`src/rtl/rv32_mem_pkg.sv`:
```
// Shared definitions for the load/store path: access-size encodings,
// LSU sequencer states, the registered request record and DataMem depth.
package rv32_mem_pkg;

    localparam logic [1:0] SZ_B = 2'b00;
    localparam logic [1:0] SZ_H = 2'b01;
    localparam logic [1:0] SZ_W = 2'b10;
    localparam logic [1:0] SZ_R = 2'b11;   // reserved encoding

    localparam int DMEM_BYTES = 1024;

    typedef enum logic [1:0] {
        IDLE = 2'd0,
        RD   = 2'd1,
        WR   = 2'd2,
        RESP = 2'd3
    } lsu_state_e;

    // Request as captured on accept (address already size-aligned when
    // the address checks are compiled out).
    typedef struct packed {
        logic [31:0] addr;
        logic [1:0]  size;
        logic        we;
        logic        uns;
        logic [31:0] wdata;
    } lsu_req_t;

endpackage

```
`src/rtl/lsu_ctrl_if.sv`:
```
// Bundle of the core-side request/response handshake and the DataMem port.
// The LSU takes the slave view; the core/memory environment takes master.
interface lsu_ctrl_if;

    logic        req_valid;
    logic        req_ready;
    logic        req_we;
    logic [1:0]  req_size;
    logic        req_unsigned;
    logic [31:0] req_addr;
    logic [31:0] req_wdata;

    logic        rsp_valid;
    logic [31:0] rsp_rdata;
    logic        rsp_err;

    logic [31:0] mem_addr;
    logic [31:0] mem_wdata;
    logic        mem_we;
    logic        mem_re;
    logic [31:0] mem_rdata;

    modport slave (
        input  req_valid, req_we, req_size, req_unsigned, req_addr, req_wdata,
        output req_ready,
        output rsp_valid, rsp_rdata, rsp_err,
        output mem_addr, mem_wdata, mem_we, mem_re,
        input  mem_rdata
    );

    modport master (
        output req_valid, req_we, req_size, req_unsigned, req_addr, req_wdata,
        input  req_ready,
        input  rsp_valid, rsp_rdata, rsp_err,
        input  mem_addr, mem_wdata, mem_we, mem_re,
        output mem_rdata
    );

endinterface

```
`src/rtl/lsu_lane_align.sv`:
```
// Byte-lane steering between a DataMem word and the core's right-justified
// data: load extract with sign/zero extension, and sub-word store merge.
// Purely combinational.
module lsu_lane_align
    import rv32_mem_pkg::*;
(
    input  logic [31:0] rdata,
    input  logic [31:0] wdata,
    input  logic [1:0]  addr_lo,
    input  logic [1:0]  size,
    input  logic        uns,
    output logic [31:0] load_data,
    output logic [31:0] store_word
);

    logic [7:0]  lb;
    logic [15:0] lh;

    // Pick the addressed lane(s) out of the word and extend to 32 bits.
    always_comb begin
        lb = rdata[{addr_lo, 3'b000} +: 8];
        lh = rdata[{addr_lo[1], 4'b0000} +: 16];
        case (size)
            SZ_B:    load_data = {{24{lb[7] & ~uns}}, lb};
            SZ_H:    load_data = {{16{lh[15] & ~uns}}, lh};
            default: load_data = rdata;
        endcase
    end

    // Overlay the store data onto the word read back from memory.
    always_comb begin
        store_word = rdata;
        case (size)
            SZ_B:    store_word[{addr_lo, 3'b000} +: 8] = wdata[7:0];
            SZ_H:    store_word[{addr_lo[1], 4'b0000} +: 16] = wdata[15:0];
            default: store_word = wdata;
        endcase
    end

endmodule

```
`src/rtl/lsu_ctrl.sv`:
```
// Load/store sequencer between execute and the word-only DataMem.
// Every access becomes aligned word reads/writes; SB/SH are done as a
// read-modify-write. DataMem never sees read and write together.
// Build option: LSU_ADDR_CHECK_EN enables rejection of misaligned,
// reserved-size and out-of-range requests (rsp_err); otherwise addresses
// are forced to size alignment and size 11 is treated as a word.
module lsu_ctrl
    import rv32_mem_pkg::*;
#(
    parameter int MEM_BYTES = DMEM_BYTES
) (
    input  logic       clk,
    input  logic       rst_n,
    lsu_ctrl_if.slave  bus
);

    lsu_state_e  state, state_nxt;
    lsu_req_t    req_q;
    logic        err_q;
    logic [31:0] rd_q;

    logic        accept;
    logic        chk_err;
    logic [31:0] addr_n;
    logic [1:0]  size_n;
    logic [31:0] load_data;
    logic [31:0] store_word;

    assign accept = (state == IDLE) && bus.req_valid;

`ifdef LSU_ADDR_CHECK_EN
    localparam logic [31:0] LAST_ADDR = 32'(MEM_BYTES - 4);

    // Classify the incoming request; rejected ones never touch DataMem.
    always_comb begin
        addr_n  = bus.req_addr;
        size_n  = bus.req_size;
        chk_err = 1'b0;
        case (bus.req_size)
            SZ_H:    chk_err = bus.req_addr[0];
            SZ_W:    chk_err = |bus.req_addr[1:0];
            SZ_R:    chk_err = 1'b1;
            default: chk_err = 1'b0;
        endcase
        if (bus.req_addr > LAST_ADDR)
            chk_err = 1'b1;
    end
`else
    logic unused_cfg;
    assign unused_cfg = |MEM_BYTES;

    // No rejection: fold size 11 into word and drop the low address bits
    // the access size cannot use; upper bits pass through untouched.
    always_comb begin
        addr_n  = bus.req_addr;
        size_n  = (bus.req_size == SZ_R) ? SZ_W : bus.req_size;
        chk_err = 1'b0;
        if (size_n == SZ_H)
            addr_n[0] = 1'b0;
        if (size_n == SZ_W)
            addr_n[1:0] = 2'b00;
    end
`endif

    lsu_lane_align u_align (
        .rdata      (rd_q),
        .wdata      (req_q.wdata),
        .addr_lo    (req_q.addr[1:0]),
        .size       (req_q.size),
        .uns        (req_q.uns),
        .load_data  (load_data),
        .store_word (store_word)
    );

    // State register.
    always_ff @(posedge clk) begin
        if (!rst_n)
            state <= IDLE;
        else
            state <= state_nxt;
    end

    // Request capture on accept and read-data capture in RD.
    always_ff @(posedge clk) begin
        if (!rst_n) begin
            req_q <= '0;
            err_q <= 1'b0;
            rd_q  <= '0;
        end else begin
            if (accept) begin
                req_q <= '{addr: addr_n, size: size_n, we: bus.req_we,
                           uns: bus.req_unsigned, wdata: bus.req_wdata};
                err_q <= chk_err;
            end
            if (state == RD)
                rd_q <= bus.mem_rdata;
        end
    end

    // Next state and outputs, decoded from registered state only.
    // A rejected request spends its RD cycle with the memory port quiet so
    // that its response lands on the same schedule as a plain load.
    always_comb begin
        state_nxt     = state;
        bus.req_ready = 1'b0;
        bus.rsp_valid = 1'b0;
        bus.rsp_rdata = '0;
        bus.rsp_err   = 1'b0;
        bus.mem_addr  = '0;
        bus.mem_wdata = '0;
        bus.mem_we    = 1'b0;
        bus.mem_re    = 1'b0;
        case (state)
            IDLE: begin
                bus.req_ready = 1'b1;
                if (bus.req_valid)
                    state_nxt = (bus.req_we && size_n == SZ_W && !chk_err) ? WR : RD;
            end
            RD: begin
                if (!err_q) begin
                    bus.mem_re   = 1'b1;
                    bus.mem_addr = {req_q.addr[31:2], 2'b00};
                end
                state_nxt = (req_q.we && !err_q) ? WR : RESP;
            end
            WR: begin
                bus.mem_we    = 1'b1;
                bus.mem_addr  = {req_q.addr[31:2], 2'b00};
                bus.mem_wdata = store_word;
                state_nxt     = RESP;
            end
            RESP: begin
                bus.rsp_valid = 1'b1;
                bus.rsp_err   = err_q;
                if (!req_q.we && !err_q)
                    bus.rsp_rdata = load_data;
                state_nxt = IDLE;
            end
            default: state_nxt = IDLE;
        endcase
    end

endmodule

```
`src/flat_wrapper.sv`:
```
// flat-port wrapper written by rule: the top's interface ports become plain ports
module lsu_ctrl_flat import rv32_mem_pkg::*;
#(
    parameter int MEM_BYTES = DMEM_BYTES
)
  (clk, rst_n, bus_req_valid, bus_req_we, bus_req_size, bus_req_unsigned, bus_req_addr, bus_req_wdata, bus_req_ready, bus_rsp_valid, bus_rsp_rdata, bus_rsp_err, bus_mem_addr, bus_mem_wdata, bus_mem_we, bus_mem_re, bus_mem_rdata);
  lsu_ctrl_if bus_i ();
  input  logic clk;
  input  logic rst_n;
  input wire logic [$bits(bus_i.req_valid)-1:0] bus_req_valid;
  input wire logic [$bits(bus_i.req_we)-1:0] bus_req_we;
  input wire logic [$bits(bus_i.req_size)-1:0] bus_req_size;
  input wire logic [$bits(bus_i.req_unsigned)-1:0] bus_req_unsigned;
  input wire logic [$bits(bus_i.req_addr)-1:0] bus_req_addr;
  input wire logic [$bits(bus_i.req_wdata)-1:0] bus_req_wdata;
  output wire logic [$bits(bus_i.req_ready)-1:0] bus_req_ready;
  output wire logic [$bits(bus_i.rsp_valid)-1:0] bus_rsp_valid;
  output wire logic [$bits(bus_i.rsp_rdata)-1:0] bus_rsp_rdata;
  output wire logic [$bits(bus_i.rsp_err)-1:0] bus_rsp_err;
  output wire logic [$bits(bus_i.mem_addr)-1:0] bus_mem_addr;
  output wire logic [$bits(bus_i.mem_wdata)-1:0] bus_mem_wdata;
  output wire logic [$bits(bus_i.mem_we)-1:0] bus_mem_we;
  output wire logic [$bits(bus_i.mem_re)-1:0] bus_mem_re;
  input wire logic [$bits(bus_i.mem_rdata)-1:0] bus_mem_rdata;
  assign bus_i.req_valid = bus_req_valid;
  assign bus_i.req_we = bus_req_we;
  assign bus_i.req_size = bus_req_size;
  assign bus_i.req_unsigned = bus_req_unsigned;
  assign bus_i.req_addr = bus_req_addr;
  assign bus_i.req_wdata = bus_req_wdata;
  assign bus_req_ready = bus_i.req_ready;
  assign bus_rsp_valid = bus_i.rsp_valid;
  assign bus_rsp_rdata = bus_i.rsp_rdata;
  assign bus_rsp_err = bus_i.rsp_err;
  assign bus_mem_addr = bus_i.mem_addr;
  assign bus_mem_wdata = bus_i.mem_wdata;
  assign bus_mem_we = bus_i.mem_we;
  assign bus_mem_re = bus_i.mem_re;
  assign bus_i.mem_rdata = bus_mem_rdata;
  lsu_ctrl #(.MEM_BYTES(MEM_BYTES)) u_core (.clk(clk), .rst_n(rst_n), .bus(bus_i));
endmodule
```
`config.mk`:
```
export PLATFORM = sky130hd
export DESIGN_NAME = lsu_ctrl_flat
export DESIGN_NICKNAME = d
export VERILOG_FILES = /design/src/rtl/rv32_mem_pkg.sv /design/src/rtl/lsu_ctrl_if.sv /design/src/rtl/lsu_lane_align.sv /design/src/rtl/lsu_ctrl.sv /design/src/flat_wrapper.sv
export SDC_FILE = /design/constraint.sdc
export NUM_CORES = 1
export LEC_CHECK = 0
export BUFFER_PORTS_ARGS = -buffer_cell sky130_fd_sc_hd__buf_4
export CORE_AREA = 2 2 119 121
export CTS_CLUSTER_DIAMETER = 40
export DETAILED_ROUTE_END_ITERATION = 6
export DIE_AREA = 0 0 121 123
export PLACE_DENSITY = 0.73
export SYNTH_ARGS = -nofsm -noshare
export SYNTH_HDL_FRONTEND = slang
export SYNTH_SLANG_ARGS = --single-unit
```
`constraint.sdc`:
```
create_clock -name clk -period 2.1 [get_ports clk]
set_input_delay 0.105 -clock clk [delete_from_list [all_inputs] [get_ports clk]]
set_output_delay 0.105 -clock clk [all_outputs]
set_load 0.05 [all_outputs]
```
* Word-level counts from Yosys, hierarchy flattened *
Cells that the tools add are included.

cells by class
  reductions and logical operators = 5
  $add $sub $neg = 2
  multipliers = 0
  shift operators = 6
  equal/unequal tests = 8
  magnitude comparators = 0
  div/mod/pow operators = 0
  mux-type cells = 19
  bitwise operators = 3

operators with widths
  operator                 number
  $mux 32                  4
  $pmux 32 s2              2
  $bwmux 32                2
  $shift 16x7->32 const A  1
  $shift 8x7->32 const A   1
  $shiftx 16x7->32         1
  $shiftx 32x6->16         1
  $shiftx 32x6->8          1
  $shiftx 8x7->32          1
  $neg 5->7                2
  $eq 2x2->1 const B       4
  $mux 2                   4
  $pmux 2 s4               1
  $eq 2x1->1 const B       3
  $mux 1                   6
  $logic_not 2->1          2
  $and 1x1->1              2
  $logic_and 1x1->1        2
  $ne 2x2->1 const B       1
  $reduce_or 2->1          1
  $not 1->1                1

word-level totals
  input port bits = 103
  memories kept = 0
  latch bits = 0
  logic and storage cells = 50
  register bits = 102
  output and inout port bits = 101
  bits in read-only memories = 0
  bits in writable memories = 0

* Logic depth before layout (Yosys ltp) *
Gate-level depths: netlist of the first run.

  depth in word-level cells = 7
  depth in mapped cells = 9
  gate-level depth less buffers = 5

* Modules after synthesis *
From an unflattened synthesis of the first run, not the netlist that was laid out.

unflattened totals
  cells, all modules = 780
  area total of the unflattened synthesis = 6508.7 um^2

modules (own cells, without submodules)
  module          times used  cells each  area an instance (um^2)  seq. area each (um^2)
  lsu_ctrl        1           524         4533.1                   2042.0
  lsu_lane_align  1           256         1975.6                   0.0

* Worst setup path before layout of the first run *
OpenSTA, ideal clock, no wires.

  kind = reg2out
  start = register u_core.req_q[37] in the netlist's numbering
  end = output bus_mem_wdata[0]
  cell stages (with the launch flop) = 10
  slack = -1.108 ns
  arrival time = 3.103 ns
  path buffers = 4
  data required time = 1.995 ns
  cells stage by stage = dfxtp_1 > buf_4 > buf_4 > buf_2 > inv_1 > ha_1 > buf_2 > nor3b_2 > a221oi_1 > a211oi_1

between the ends
  longest elaborated chain between the ends = 5
  elaborated cells on any way between the ends = 10
  those cells by class = 2 x add/sub; 4 x shift; 4 x mux

RTL lines
  what                                            line                                        RTL
  from (decl)                                     lsu_ctrl.sv:18                              lsu_req_t req_q;
  from (signal assigned)                          lsu_ctrl.sv:91                              req_q <= '{addr: addr_n, size: size_n, we: bus.req_we,
  $neg 5->7 (on tied branches)                    lsu_lane_align.sv:35, lsu_lane_align.sv:34
  $shiftx 16x7->32, or another cell as far along  lsu_lane_align.sv:35                        SZ_H: store_word[{addr_lo[1], 4'b0000} +: 16] = wdata[15:0];
  $bwmux 32 (on tied branches)                    lsu_lane_align.sv:35, lsu_lane_align.sv:34
  $pmux 32 s2 *                                   lsu_lane_align.sv:33                        case (size)
  $mux 32 *                                       lsu_ctrl.sv:113                             case (state)
  to (decl)                                       flat_wrapper.sv:21                          output wire logic [$bits(bus_i.mem_wdata)-1:0] bus_mem_wdata;

Mark *: on every way between the ends. The rest lies on a longest branch, timed or not.

* Final worst setup path of the first run *
  start = register u_core.req_q[37] in the netlist's numbering
  end = output bus_mem_wdata[31]

The elaborated chain is that of the path after synthesis.

==> results_dict.tcl, run 1 <==
set metrics [dict create \
    reg2reg_to "u_core.req_q[61]$_SDFFE_PN0P_" \
    synth_ff_type "dfxtp_1" \
    synth_async_sr_flop_share_pct 0 \
    grt_usage_pct 28.0 \
    grt_pass1_vias 5989 \
    synth_edf_count 0 \
    grt_pass1_wl_um 32400 \
    wl_um 21400 \
    ys_ff_latch 102 \
    clk_latency_ns 0.35 \
    whs_ns 0.00692 \
    period_needed_ns 2.13 \
    setup_viol 7 \
    yosys_warnings 0 \
    fin_crit_sh_pct 101 \
    drv_cap 0 \
    slew_viol_final 0 \
    critical_path.cell_chain "inv_4, ha_4, nand3b_1, nor4_4, buf_6, a221o_2, buf_8" \
    dp_hpwl_um 15200 \
    path_max_fanout 8 \
    synth.distinct_cells 42 \
    drt.antenna.violating_nets 0 \
    synth.most_common_cell "nand2_1" \
    drive_gt1_share_pct 38.0 \
    area_growth_pct 48.1 \
    critPathKind "flip-flop to output port" \
    fin_skew_ns 0.00519 \
    yosys.area.top_type_share_pct 33.1 \
    total_power_mw 9.47 \
    drcViolationCount 0 \
    antenna_found_initial 0 \
    outcome "finished, violations left" \
    design.core.area_mm2 0.0136 \
    violations "negative setup slack" \
    start_util_pct 45.3 \
    slew-limit-headroom_pct 66.5 \
    leakage_nw 3.49 \
    antenna_cells 0 \
    startpoint "u_core.req_q[37]$_SDFFE_PN0P_" \
    port-buffer-count 200 \
    ios 204 \
    dr.pass1.iters 5 \
    rsz0062_at_grt "yes" \
    num_rows 43 \
    cts_made_buffers 9 \
    root_buffer "clkbuf_16" \
    final_net_count 1076 \
    cpPeakStageDelay_ns 0.41 \
    grt_max_degree 51 \
    min_path_type "input pin to flip-flop" \
    fmax_mhz 470 \
    worst_slew_pin_slew_ns 0.502 \
    place_area_mm2 0.00824 \
    multiInputGateArea_mm2 0.00424 \
    fin_ws_ns -0.0283 \
    routed_via_density 5.52 \
    preCtsSetupSlack_ns 0.0828 \
    crit_path_top_delay_cell "dfxtp_4" \
    clock_path_buffers 2 \
    routedWlPerCell_um 18.6 \
    cts_tree "yes" \
    p_per_area_mw_per_mm2 1040 \
    syn_avg_cell_area_um2 8.05 \
    required_ns 2.00 \
    die_w_um 121 \
    tns_ns -0.159 \
    register_area_mm2 0.00206 \
    yosys-top-cells-count "nand2_1 (166), dfxtp_1 (102), a21boi_0 (68), mux2i_1 (62), o21ai_0 (57)" \
    clock_sink_count 102 \
    cp-end-kind "output port" \
    r2r_cells 6 \
    rr_startpoint "u_core.state[0]$_SDFFE_PN0P_" \
    syn_area_mm2 0.00616 \
    final_cell_area_mm2 0.00912 \
    yosysTopAreaCell "dfxtp_1" \
    via_count 6340 \
    synth_cells 765 \
    htree_num_levels 3 \
    die_h_um 123 \
    cp-endpoint "bus_mem_wdata[31]" \
    irDropWorstVdd_mv 0.892 \
    finalHoldViolCount 0 \
    synth.area.top_cells "dfxtp_1 (33%), nand2_1 (10%), mux2i_1 (10%)" \
    cp.arrival_ns 2.02 \
    drtIter0Drc 554 \
    yosysSeqAreaShare_pct 33.1 \
    dieArea_mm2 0.0149 \
    worstSetupStartpointType "flip-flop" \
    r2r_setup_slack_ns 0.39 \
    gp_congestion 0.966 \
    nFillCells 1150 \
    grt-ovfl-total 0 \
    clk_pin_slew_ns 0.07 \
]
==> where the power goes <==
part	internal [mW]	switching [mW]
clock network	0.973	0.770
registers	2.35	0.577
logic	1.82	2.98
total	5.14	4.32
==> area by class of cell <==
cell class	instances	share of cell area (%)
clock inverters	5	0.727
clock buffers	11	2.66
inverters	7	0.316
well taps	180	2.47
repair buffers	259	24.8
multi-input cells	585	46.5
flip-flops and latches	102	22.6
==> state kept, by name (all words and copies together), names as in the netlist <==
signal and count:
u_core.req_q 68, u_core.state 2, u_core.rd_q 32
==> logic make-up (layout without fill, tap and decap cells) <==
group                    count (synthesis)  after routing  synth area share, %
adder cells (fa/ha/maj)                  9              9                 1.83
buffers and inverters                   82            282                 6.50
flip-flops                             102            102                 33.1
multiplexers                            65             65                 10.9
AO/OA/AOI/OAI                          195            195                 21.9
other                                    1              3               0.0609
AND/OR/NAND/NOR                        311            313                 25.6
==> metrics by stage <==
step           std cells  utilization [%]
2_1_floorplan        767                -
3_3_place_gp        1104             60.5
3_5_place_dp        1104             60.5
4_1_cts             1145             65.5
5_1_grt             1149             67.0
6_report            1149             67.0
==> cells in the final DEF (no fill, tap or decap), drive strengths merged, types with 2 or more instances in the layout <==
cell type | netlist | layout
dfxtp | 102 | 102
nand2 | 166 | 166
clkbuf | 31 | 11
nor2 | 11 | 11
or3 | 1 | 2
mux2i | 63 | 63
o21ai | 60 | 60
nand3 | 2 | 2
o22ai | 8 | 8
nand3b | 6 | 6
a211oi | 8 | 8
conb | 1 | 3
a21boi | 68 | 68
nor4 | 9 | 9
ha | 9 | 9
a21oi | 8 | 8
a31oi | 10 | 10
nor3 | 3 | 3
nand4 | 16 | 16
mux2 | 2 | 2
nor4b | 2 | 2
dlygate4sd3 | 0 | 18
inv | 7 | 9
nor3b | 2 | 3
a221o | 16 | 16
nor2b | 38 | 38
and2 | 47 | 47
nand2b | 6 | 6
buf | 44 | 241
a221oi | 16 | 16
==> metal layers <==
metal / GRT usage [%] / part of all wire [%] / up-vias
met3: 7.24 / 8.4 / 39
li1: - / - / 3069
met4: 9.52 / 2.6 / 0
met5: 0 / 0 / -
met2: 44.7 / 46 / 292
met1: 37.0 / 43 / 2940
==> critical path: cells and delay by family (launching register included) <==
family                     cells  cell delay [ns]
AOI/OAI and AO/OA              1             0.39
adders and majority gates      1             0.30
buffers and inverters          3             0.35
DFF                            1             0.41
and+or+nand+nor                2             0.22
==> worst min-delay path by stage <==
stage                 startpoint                       endpoint  slack (ns)  cells after the start
3_3_place_gp   bus_mem_rdata[26]   u_core.rd_q[26]$_SDFFE_PN0P_        0.36                      3
5_1_grt          bus_req_addr[6]  u_core.req_q[42]$_SDFFE_PN0P_       0.001                      3
6_report       bus_req_wdata[10]  u_core.req_q[10]$_SDFFE_PN0P_       0.007                      3
2_1_floorplan   bus_req_wdata[3]   u_core.req_q[3]$_SDFFE_PN0P_        0.25                      2
3_5_place_dp   bus_mem_rdata[26]   u_core.rd_q[26]$_SDFFE_PN0P_        0.37                      3
4_1_cts        bus_req_wdata[10]  u_core.req_q[10]$_SDFFE_PN0P_     0.00007                      3
==> what timing repair did <==
action                                 in CTS  in global routing
gates cloned                                0                  2
pin swaps                                  16                 19
setup endpoints to repair                  63                 56
resized for setup                          38                 42
hold buffers                               18                  0
endpoints found under the hold margin      18                  0
setup buffers                               7                  3
No activity file was read; power rests on OpenSTA's default activity.
==> inputs of run 2 (changes only) <==
--- a/config.mk
+++ b/config.mk
@@ -6,11 +6,11 @@
 export NUM_CORES = 1
 export LEC_CHECK = 0
 export BUFFER_PORTS_ARGS = -buffer_cell sky130_fd_sc_hd__buf_4
-export CORE_AREA = 2 2 119 121
+export CORE_AREA = 2 2 128 105
 export CTS_CLUSTER_DIAMETER = 40
 export DETAILED_ROUTE_END_ITERATION = 6
-export DIE_AREA = 0 0 121 123
-export PLACE_DENSITY = 0.73
+export DIE_AREA = 0 0 130 107
+export PLACE_DENSITY = 0.75
 export SYNTH_ARGS = -nofsm -noshare
 export SYNTH_HDL_FRONTEND = slang
 export SYNTH_SLANG_ARGS = --single-unit
==> constraint.sdc (replaced) <==
create_clock -name clk -period 2.44 [get_ports clk]
set_input_delay 0.122 -clock clk [delete_from_list [all_inputs] [get_ports clk]]
set_output_delay 0.122 -clock clk [all_outputs]
set_load 0.05 [all_outputs]
==> run 2 against run 1 <==
The run now ends clean. Sequential share of layout area grew 2.0 points. Non-clock buffer count shrank 41. Count of clock-buffer cells in the layout shrank 2. Clock power shrank 18%. Clock skew grew 0.0012 ns. First-iteration DRC count shrank 16%. Die area shrank 6.5%. Critical path depth shrank 2. Register-to-register slack gained 0.27 ns. Critical path type unchanged.
==> results_dict.tcl, run 2 (same netlist as run 1, synthesis figures left out) <==
set metrics [dict create \
    dieArea_mm2 0.0139 \
    largest_reg_flops 68 \
    htree_num_levels 3 \
    antenna_cells 0 \
    antenna_found_initial 0 \
    fin_skew_ns 0.00635 \
    dr.pass1.iters 5 \
    drv_cap 0 \
    design.core.area_mm2 0.0126 \
    area_growth_pct 35.2 \
    grt-ovfl-total 0 \
    startpoint "u_core.req_q[37]$_SDFFE_PN0P_" \
    ios 204 \
    cp.arrival_ns 2.24 \
    required_ns 2.32 \
    drtIter0Drc 468 \
    path_max_fanout 47 \
    finalHoldViolCount 0 \
    clock_sink_count 102 \
    grt_pass1_wl_um 32000 \
    routedWlPerCell_um 19.1 \
    total_power_mw 7.69 \
    via_count 6234 \
    clk_latency_ns 0.35 \
    final_net_count 1034 \
    fin_crit_sh_pct 96.9 \
    whs_ns 0.0212 \
    die_w_um 130 \
    rr_startpoint "u_core.state[1]$_SDFFE_PN0P_" \
    start_util_pct 48.7 \
    root_buffer "clkbuf_16" \
    worstSetupStartpointType "flip-flop" \
    layout_commonest_cell "buf_4" \
    reg2reg_to "u_core.state[1]$_SDFFE_PN0P_" \
    fmax_mhz 423 \
    leakage_nw 3.20 \
    outcome "finished clean" \
    slew_viol_final 0 \
    p_per_area_mw_per_mm2 923 \
    layout_common_cells "buf_4 (215), nand2_1 (165), dfxtp_1 (100)" \
    irDropWorstVdd_mv 0.540 \
    cts_made_buffers 9 \
    reg_top3 "u_core.req_q: 68 flops, u_core.rd_q: 32 flops, u_core.state: 2 flops" \
    slew-limit-headroom_pct 42.4 \
    holdPathStages 3 \
    r2r_setup_slack_ns 0.66 \
    min_path_type "input pin to flip-flop" \
    wl_um 21000 \
    fin_cells 1102 \
    drive_gt1_share_pct 32.5 \
    dp_hpwl_um 15600 \
    port-buffer-count 200 \
    top_register "u_core.req_q" \
    clk_pin_slew_ns 0.08 \
    cts_tree "yes" \
    hold_start "bus_mem_rdata[21]" \
    dp_cells 1083 \
    critPathKind "flip-flop to output port" \
    hold_path_end "u_core.rd_q[21]$_SDFFE_PN0P_" \
    worst_slew_pin_slew_ns 0.864 \
    gp_congestion 0.948 \
    setup_viol 0 \
    grt_usage_pct 29.7 \
    die_h_um 107 \
    drcViolationCount 0 \
    clock_path_buffers 2 \
    period_needed_ns 2.36 \
    r2r_cells 4 \
    drt.antenna.violating_nets 0 \
    rsz0062_at_grt "yes" \
    grt_max_degree 103 \
    num_rows 37 \
    cp-end-kind "output port" \
    grt_pass1_vias 5941 \
    routed_via_density 5.66 \
]
## run 2: cell types whose count changed in the layout (fill, tap and decap cells not counted), sizes merged
cell / delta
bufinv: -1
buf: -23
or3: -1
clkinv: +2
dlygate4sd3: -18
clkinvlp: +1
clkbuf: -2
## run 2: report_power, final
group          leakage, nW  internal [mW]  switching (mW)  total, mW
sequential           0.836           2.01           0.485       2.50
combinational         2.22           1.31            2.47       3.78
clock                0.137          0.716           0.702       1.42
## run 2: critical path, cell delays in order, from the launching register on
cell      delay (ns)
dfxtp_2         0.35
buf_12          0.29
mux2_4          0.38
a221oi_4        0.48
nor4_1          0.15
buf_4           0.22
## run 2: final cells by class
type,count,area [µm²]
clock buffer,9,225
clock inverter,7,68.8
fill,1074,4310
inverter,7,26.3
multi-input combinational,584,4070
sequential,102,2040
tap,175,219
timing repair buffer,218,1670
## run 2: repair_timing
action / 4_1_cts / 5_1_grt
cloned: 0 / 1
endpoints found under the setup margin: 17 / 24
hold buffers: 0 / 0
pin swaps: 2 / 1
buffers inserted: 2 / 0
resized for setup: 3 / 8
## run 2: worst max path at each step
stage	to	slack, ns
2_1_floorplan	bus_rsp_rdata[10]	-0.36
3_3_place_gp	bus_mem_wdata[31]	0.36
3_5_place_dp	bus_mem_wdata[21]	0.26
4_1_cts	bus_mem_wdata[28]	0.05
5_1_grt	bus_mem_wdata[28]	0.002
6_report	bus_rsp_rdata[11]	0.08
## run 2: metal layers
layer / GRT usage [%] / routed length, µm
met2: 44.5 / 9320
met3: 6.54 / 1520
met4: 10.1 / 459
met5: 0 / 0
met1: 41.9 / 9690
## run 2: through the flow
stage / TNS [ns] / worst slack (ns) / utilization (%) / cell area [µm²]
after floorplan: -2.79 / -0.359 / - / 6460
after global placement: 0 / 0.359 / 63.0 / 7960
after global routing: 0 / 0.00174 / 65.9 / 8330
after CTS: 0 / 0.0479 / 65.5 / 8270
after detailed placement: 0 / 0.260 / 63.0 / 7960
final: 0 / 0.0753 / 65.9 / 8330
